--- config.mk ---
export PLATFORM = sky130hd
export DESIGN_NAME = conv3x3_window
export DESIGN_NICKNAME = d
export VERILOG_FILES = /design/src/rtl/conv3x3_window.sv
export SDC_FILE = /design/constraint.sdc
export NUM_CORES = 1
export LEC_CHECK = 0
export ABC_AREA = 0
export CAP_MARGIN = 40
export CORE_MARGIN = 4
export CORE_UTILIZATION = 61
export DETAILED_ROUTE_END_ITERATION = 8
export PLACE_DENSITY_LB_ADDON = 0.3
export SYNTH_ARGS = -nofsm -noshare
export SYNTH_HDL_FRONTEND = slang
export SYNTH_SLANG_ARGS = --single-unit
export TNS_END_PERCENT = 100
--- constraint.sdc ---
create_clock -name clk -period 6.84 [get_ports clk]
set_input_delay 1.026 -clock clk [delete_from_list [all_inputs] [get_ports clk]]
set_output_delay 1.026 -clock clk [all_outputs]
set_load 0.03 [all_outputs]
--- src/rtl/conv3x3_window.sv ---
// rtl/conv3x3_window.sv - 3x3 stencil convolution over three line-buffer row taps
// Builds the window from the taps, tracks frame position and emits one pixel per interior window.
module conv3x3_window #(
    parameter int unsigned WIDTH  = 640,
    parameter int unsigned HEIGHT = 480,
    parameter logic [71:0] KERNEL = 72'hFF_FF_FF_FF_08_FF_FF_FF_FF,
    parameter int unsigned SHIFT  = 0
) (
    input  logic               clk,
    input  logic               rst,
    input  logic               in_valid,
    input  logic               sof,
    input  logic signed [16:0] tap0,
    input  logic signed [16:0] tap1,
    input  logic signed [16:0] tap2,
    output logic               out_valid,
    output logic signed [16:0] out_pixel,
    output logic               out_sat,
    output logic               out_eof,
    output logic [15:0]        out_x,
    output logic [15:0]        out_y
);

    typedef enum logic {S_IDLE, S_RUN} state_t;

    localparam logic [15:0] LAST_X = 16'(WIDTH - 1);
    localparam logic [15:0] LAST_Y = 16'(HEIGHT - 1);
    localparam logic [15:0] EOF_X  = 16'(WIDTH - 2);
    localparam logic [15:0] EOF_Y  = 16'(HEIGHT - 2);
    localparam logic signed [29:0] ROUND   = (30'sd1 <<< SHIFT) >>> 1;
    localparam logic signed [29:0] SAT_MAX = 30'sd65535;
    localparam logic signed [29:0] SAT_MIN = -30'sd65536;

    state_t r_state;
    state_t w_state_nxt;

    logic [15:0] r_col;
    logic [15:0] r_row;
    logic        w_accept;
    logic        w_at_last;
    logic        w_restart;
    logic [15:0] w_px;
    logic [15:0] w_py;
    logic [15:0] w_col_nxt;
    logic [15:0] w_row_nxt;

    logic [2:0][2:0][16:0] r_win;
    logic                  r_wv;
    logic [15:0]           r_wx;
    logic [15:0]           r_wy;

    logic [8:0][24:0] w_prod;
    logic [8:0][24:0] r_prod;
    logic             r_v1;
    logic [15:0]      r_x1;
    logic [15:0]      r_y1;

    logic signed [28:0] w_sum;
    logic signed [28:0] r_sum;
    logic               r_v2;
    logic [15:0]        r_x2;
    logic [15:0]        r_y2;

    logic signed [29:0] w_rnd;
    logic signed [16:0] w_pix;
    logic               w_sat;

    always_ff @(posedge clk) begin
        if (rst) begin
            r_state <= S_IDLE;
        end else begin
            r_state <= w_state_nxt;
        end
    end

    always_comb begin
        w_state_nxt = r_state;
        case (r_state)
            S_IDLE:  if (in_valid && sof) w_state_nxt = S_RUN;
            S_RUN:   if (in_valid && w_at_last && !sof) w_state_nxt = S_IDLE;
            default: w_state_nxt = S_IDLE;
        endcase
    end

    // A sof landing exactly on the last pixel keeps that pixel's position so its window still fires.
    always_comb begin
        w_at_last = (r_state == S_RUN) && (r_col == LAST_X) && (r_row == LAST_Y);
        w_accept  = in_valid && ((r_state == S_RUN) || sof);
        w_restart = sof && !w_at_last;
    end

    always_comb begin
        w_px      = w_restart ? 16'd0 : r_col;
        w_py      = w_restart ? 16'd0 : r_row;
        w_col_nxt = w_px + 16'd1;
        w_row_nxt = w_py;
        if (w_px == LAST_X) begin
            w_col_nxt = 16'd0;
            w_row_nxt = (w_py == LAST_Y) ? 16'd0 : w_py + 16'd1;
        end
    end

    always_ff @(posedge clk) begin
        if (rst) begin
            r_col <= 16'd0;
            r_row <= 16'd0;
        end else if (w_accept) begin
            r_col <= w_col_nxt;
            r_row <= w_row_nxt;
        end
    end

    always_ff @(posedge clk) begin
        if (rst) begin
            r_win <= '0;
            r_wv  <= 1'b0;
            r_wx  <= 16'd0;
            r_wy  <= 16'd0;
        end else begin
            r_wv <= w_accept && (w_px >= 16'd2) && (w_py >= 16'd2);
            if (w_accept) begin
                for (int i = 0; i < 3; i++) begin
                    r_win[i][0] <= r_win[i][1];
                    r_win[i][1] <= r_win[i][2];
                end
                r_win[0][2] <= tap2;
                r_win[1][2] <= tap1;
                r_win[2][2] <= tap0;
                r_wx        <= w_px - 16'd1;
                r_wy        <= w_py - 16'd1;
            end
        end
    end

    always_comb begin
        w_prod = '0;
        for (int k = 0; k < 9; k++) begin
            w_prod[k] = 25'($signed(r_win[k / 3][k % 3])) * 25'($signed(KERNEL[8 * k +: 8]));
        end
    end

    always_ff @(posedge clk) begin
        if (rst) begin
            r_prod <= '0;
            r_v1   <= 1'b0;
            r_x1   <= 16'd0;
            r_y1   <= 16'd0;
        end else begin
            r_prod <= w_prod;
            r_v1   <= r_wv;
            r_x1   <= r_wx;
            r_y1   <= r_wy;
        end
    end

    always_comb begin
        w_sum = '0;
        for (int k = 0; k < 9; k++) begin
            w_sum = w_sum + 29'($signed(r_prod[k]));
        end
    end

    always_ff @(posedge clk) begin
        if (rst) begin
            r_sum <= '0;
            r_v2  <= 1'b0;
            r_x2  <= 16'd0;
            r_y2  <= 16'd0;
        end else begin
            r_sum <= w_sum;
            r_v2  <= r_v1;
            r_x2  <= r_x1;
            r_y2  <= r_y1;
        end
    end

    // ROUND is zero when SHIFT is zero, so one path covers both cases.
    always_comb begin
        w_rnd = (30'(r_sum) + ROUND) >>> SHIFT;
        w_pix = w_rnd[16:0];
        w_sat = 1'b0;
        if (w_rnd > SAT_MAX) begin
            w_pix = 17'sd65535;
            w_sat = 1'b1;
        end else if (w_rnd < SAT_MIN) begin
            w_pix = -17'sd65536;
            w_sat = 1'b1;
        end
    end

    always_ff @(posedge clk) begin
        if (rst) begin
            out_valid <= 1'b0;
            out_pixel <= '0;
            out_sat   <= 1'b0;
            out_eof   <= 1'b0;
            out_x     <= 16'd0;
            out_y     <= 16'd0;
        end else begin
            out_valid <= r_v2;
            out_eof   <= r_v2 && (r_x2 == EOF_X) && (r_y2 == EOF_Y);
            if (r_v2) begin
                out_pixel <= w_pix;
                out_sat   <= w_sat;
                out_x     <= r_x2;
                out_y     <= r_y2;
            end
        end
    end

endmodule

==> flow_summary_export.csv <==
group,metric,value,unit
yosys,syn_area,26500,um^2
yosys,synth_cell_types,72,
worst_setup_path,worst_setup_path_start_kind,"register",
detailed_routing,firstDrtPassIters,6,
floorplanning,io_pins,107,
run_status,outcome,"finished, final reports clean",
clocking,postCtsSetupBuffers,0,
global_routing,antenna_found_initial,1,
power,p_per_area,449,nW/um^2
detailed_routing,wl_per_cell,17.8,um
yosys,synthCells,2894,
timing,tightest_slew,1.06,ns
yosys,synth_edf_count,0,
worst_setup_path,cp.required,7.29,ns
layout,area_delta_synth_final,12.6,%
timing,rsz0062_at_grt,"no",
detailed_routing,dr_wl_met3,4.82,mm
place,place_ws,1.52,ns
timing,setup_tns,0,ns
detailed_routing,routed_wl,63.2,mm
yosys,ys_ff_latch,583,
clocking,cts_buffers,56,
place,place_hpwl,45.5,mm
global_routing,grt.total_usage,26.9,%
yosys,synthFlopType,"dfxtp_1",
worst_setup_path,critPathMaxFanout,4,
yosys,yosys.area.top_type,"dfxtp_1",
detailed_routing,drc,0,
global_routing,grt_max_degree,194,
clocking,post_cts_resized,0,
power,p_leak,12.4,nW
clocking,clkTransAtPathRegs,0.06,ns
detailed_routing,routed.top_layer,"met5",
layout,stdcell_count,3546,
layout,final_nets,3194,
timing,setup_viol,0,
layout,drive_gt1_share,4.86,%
timing,slew_viol_final,0,
floorplanning,die_y,217,um
clocking,hold_buffers,0,
hold_path,hold_class,"register to register",
clocking,clkLatencyLatePin,0.62,ns
floorplanning,num_rows,76,
floorplanning,die_area,46900,um^2
clocking,cts.path.max_buffers,3,
clocking,cts_root_buffer,"clkbuf_16",
yosys,synth_top_area_share,44.0,%
layout,fin_area,29900,um^2
clocking,cts_tree,"built",
detailed_routing,met1Wirelength,28.0,mm
place,port_buffers,106,
yosys,async_reset_ff_share,0,%
job,drv_cap,0,
global_routing,grt_pass1_wl,102,mm
layout,antenna_cells,0,
place,placedCellCount,3445,
yosys,yosys_warnings,0,
floorplanning,initial_core_util,61.6,%
worst_setup_path,worstSetupPathType,"register to register",
worst_setup_path,cp.arrival,6.04,ns
detailed_routing,drt_iter0_drc,1770,
timing,skew,0.0206,ns
floorplanning,core_area,43100,um^2
floorplanning,fp.dieW,217,um
timing,post-route-period-util,81.7,%
power,ir_drop,0.472,mV
timing,hold_viol_final,0,
yosys,yosysSeqAreaShare,44.0,%
yosys,synth_area_per_cell,9.17,um^2
detailed_routing,avgViaCountPerCell,5.54,
clocking,h-tree-depth,2,
place,gp_congestion,0.917,
timing,finalWorstSetupSlack,1.25,ns
worst_setup_path,end_kind,"register",
yosys,synthTopCellsByArea,"dfxtp_1 44%, fa_1 13%, nand2_1 4.7%",
global_routing,overflow,0,
detailed_routing,ant_nets,0,
timing,finalWorstPathRequiredPeriod,5.59,ns
global_routing,grt_pass1_vias,19240,
timing,max_slew_margin,29.0,%
clocking,cts_num_sinks,583,
yosys,syn_nets,3170,
place,placed_area,27900,um^2
timing,fmax,0.179,GHz
detailed_routing,dr_wl_met2,29.0,mm
detailed_routing,vias,19637,
timing,hold_ws,0.435,ns
layout make-up:
| type | instances | area [um^2] |
|---|---|---|
| timing repair buffer | 124 | 1240 |
| clock buffer | 77 | 1600 |
| inverter | 275 | 1030 |
| sequential | 583 | 11700 |
| tap | 585 | 732 |
| fill | 3237 | 13200 |
| multi-input combinational | 1878 | 13300 |
| clock inverter | 24 | 348 |
cells in the final DEF (no fill, tap or decap), types with 105 or more instances in the layout:
cell | netlist | layout
nor2b_1 | 106 | 106
nand2_1 | 332 | 332
xor2_1 | 106 | 106
a21oi_1 | 199 | 199
inv_1 | 275 | 275
nor2_1 | 315 | 314
dfxtp_1 | 583 | 582
nor3_1 | 135 | 135
clkdlybuf4s50_1 | 0 | 105
fa_1 | 175 | 175
per-stage QoR:
step                      utilization [%]  total power, mW
after floorplan                         -             8.60
after global placement               64.7             9.88
after detailed placement             64.8             10.1
after CTS                            69.4             13.4
after global routing                 69.4             14.4
final                                69.4             13.4
critical path: stages, from the launching register on:
cell       delay, ns
dfxtp_1         0.30
inv_1           0.05
fa_1            0.52
inv_1           0.05
fa_1            0.50
fa_1            0.54
inv_1           0.05
fa_1            0.53
inv_1           0.06
ha_1            0.29
a21oi_1         0.18
o22ai_1         0.15
a2111oi_0       0.89
o31ai_1         0.33
a2111oi_0       0.58
o31ai_1         0.19
xnor2_1         0.16
nor2_1          0.05
cell families (layout without fill, tap and decap cells):
logic type | after synthesis | after routing | synth area share [%]
xor+xnor | 150 | 150 | 4.95
flops | 583 | 583 | 44.0
mux | 34 | 34 | 1.29
simple gates | 1093 | 1093 | 19.7
compound gates | 380 | 380 | 8.60
fa+ha+maj | 221 | 221 | 15.4
buf+inv | 433 | 500 | 6.17
layer usage:
layer  vias to the layer above  global-route usage [%]
li1                       9426                       -
met1                      9476                    38.2
met2                       635                    42.5
met3                        98                    6.23
met4                         2                    6.17
met5                         -                       0
flip-flops by register name (all words and copies together), names as in the netlist, 17 cells and up:
| signal | count |
|---|---|
| r_win | 153 |
| r_prod | 217 |
| out_pixel | 17 |
| r_sum | 29 |
path summary, 6_finish.rpt:
kind	start	endpoint	slack, ns	cells past startpoint
max reg2reg	r_prod[3]	r_sum[27]	1.25	17
min reg2reg	r_y1[1]	r_y2[1]	0.44	1
max	r_prod[3]	r_sum[27]	1.25	17
min	r_y1[1]	r_y2[1]	0.44	1
synth_stat cells, types with 12 or more instances:
master	instances
a21o_1	12
a21oi_1	199
a311oi_1	12
clkbuf_1	143
dfxtp_1	583
fa_1	175
ha_1	46
inv_1	275
mux2i_1	33
nand2_1	332
nand2b_1	21
nand3_1	26
nand4_1	18
nor2_1	315
nor2b_1	106
nor3_1	135
nor4_1	33
o21ai_0	56
o22a_1	21
or3_1	28
or4_1	14
xnor2_1	44
xor2_1	106
report_power, final:
part / internal, mW / total (mW) / leakage, nW / switching [mW]
sequential: 3.73 / 3.89 / 4.78 / 0.158
clock: 1.94 / 3.25 / 0.957 / 1.31
combinational: 2.55 / 6.28 / 6.68 / 3.73
total: 8.22 / 13.4 / 12.4 / 5.20
Note: power is estimated with default switching activity, not from simulation.
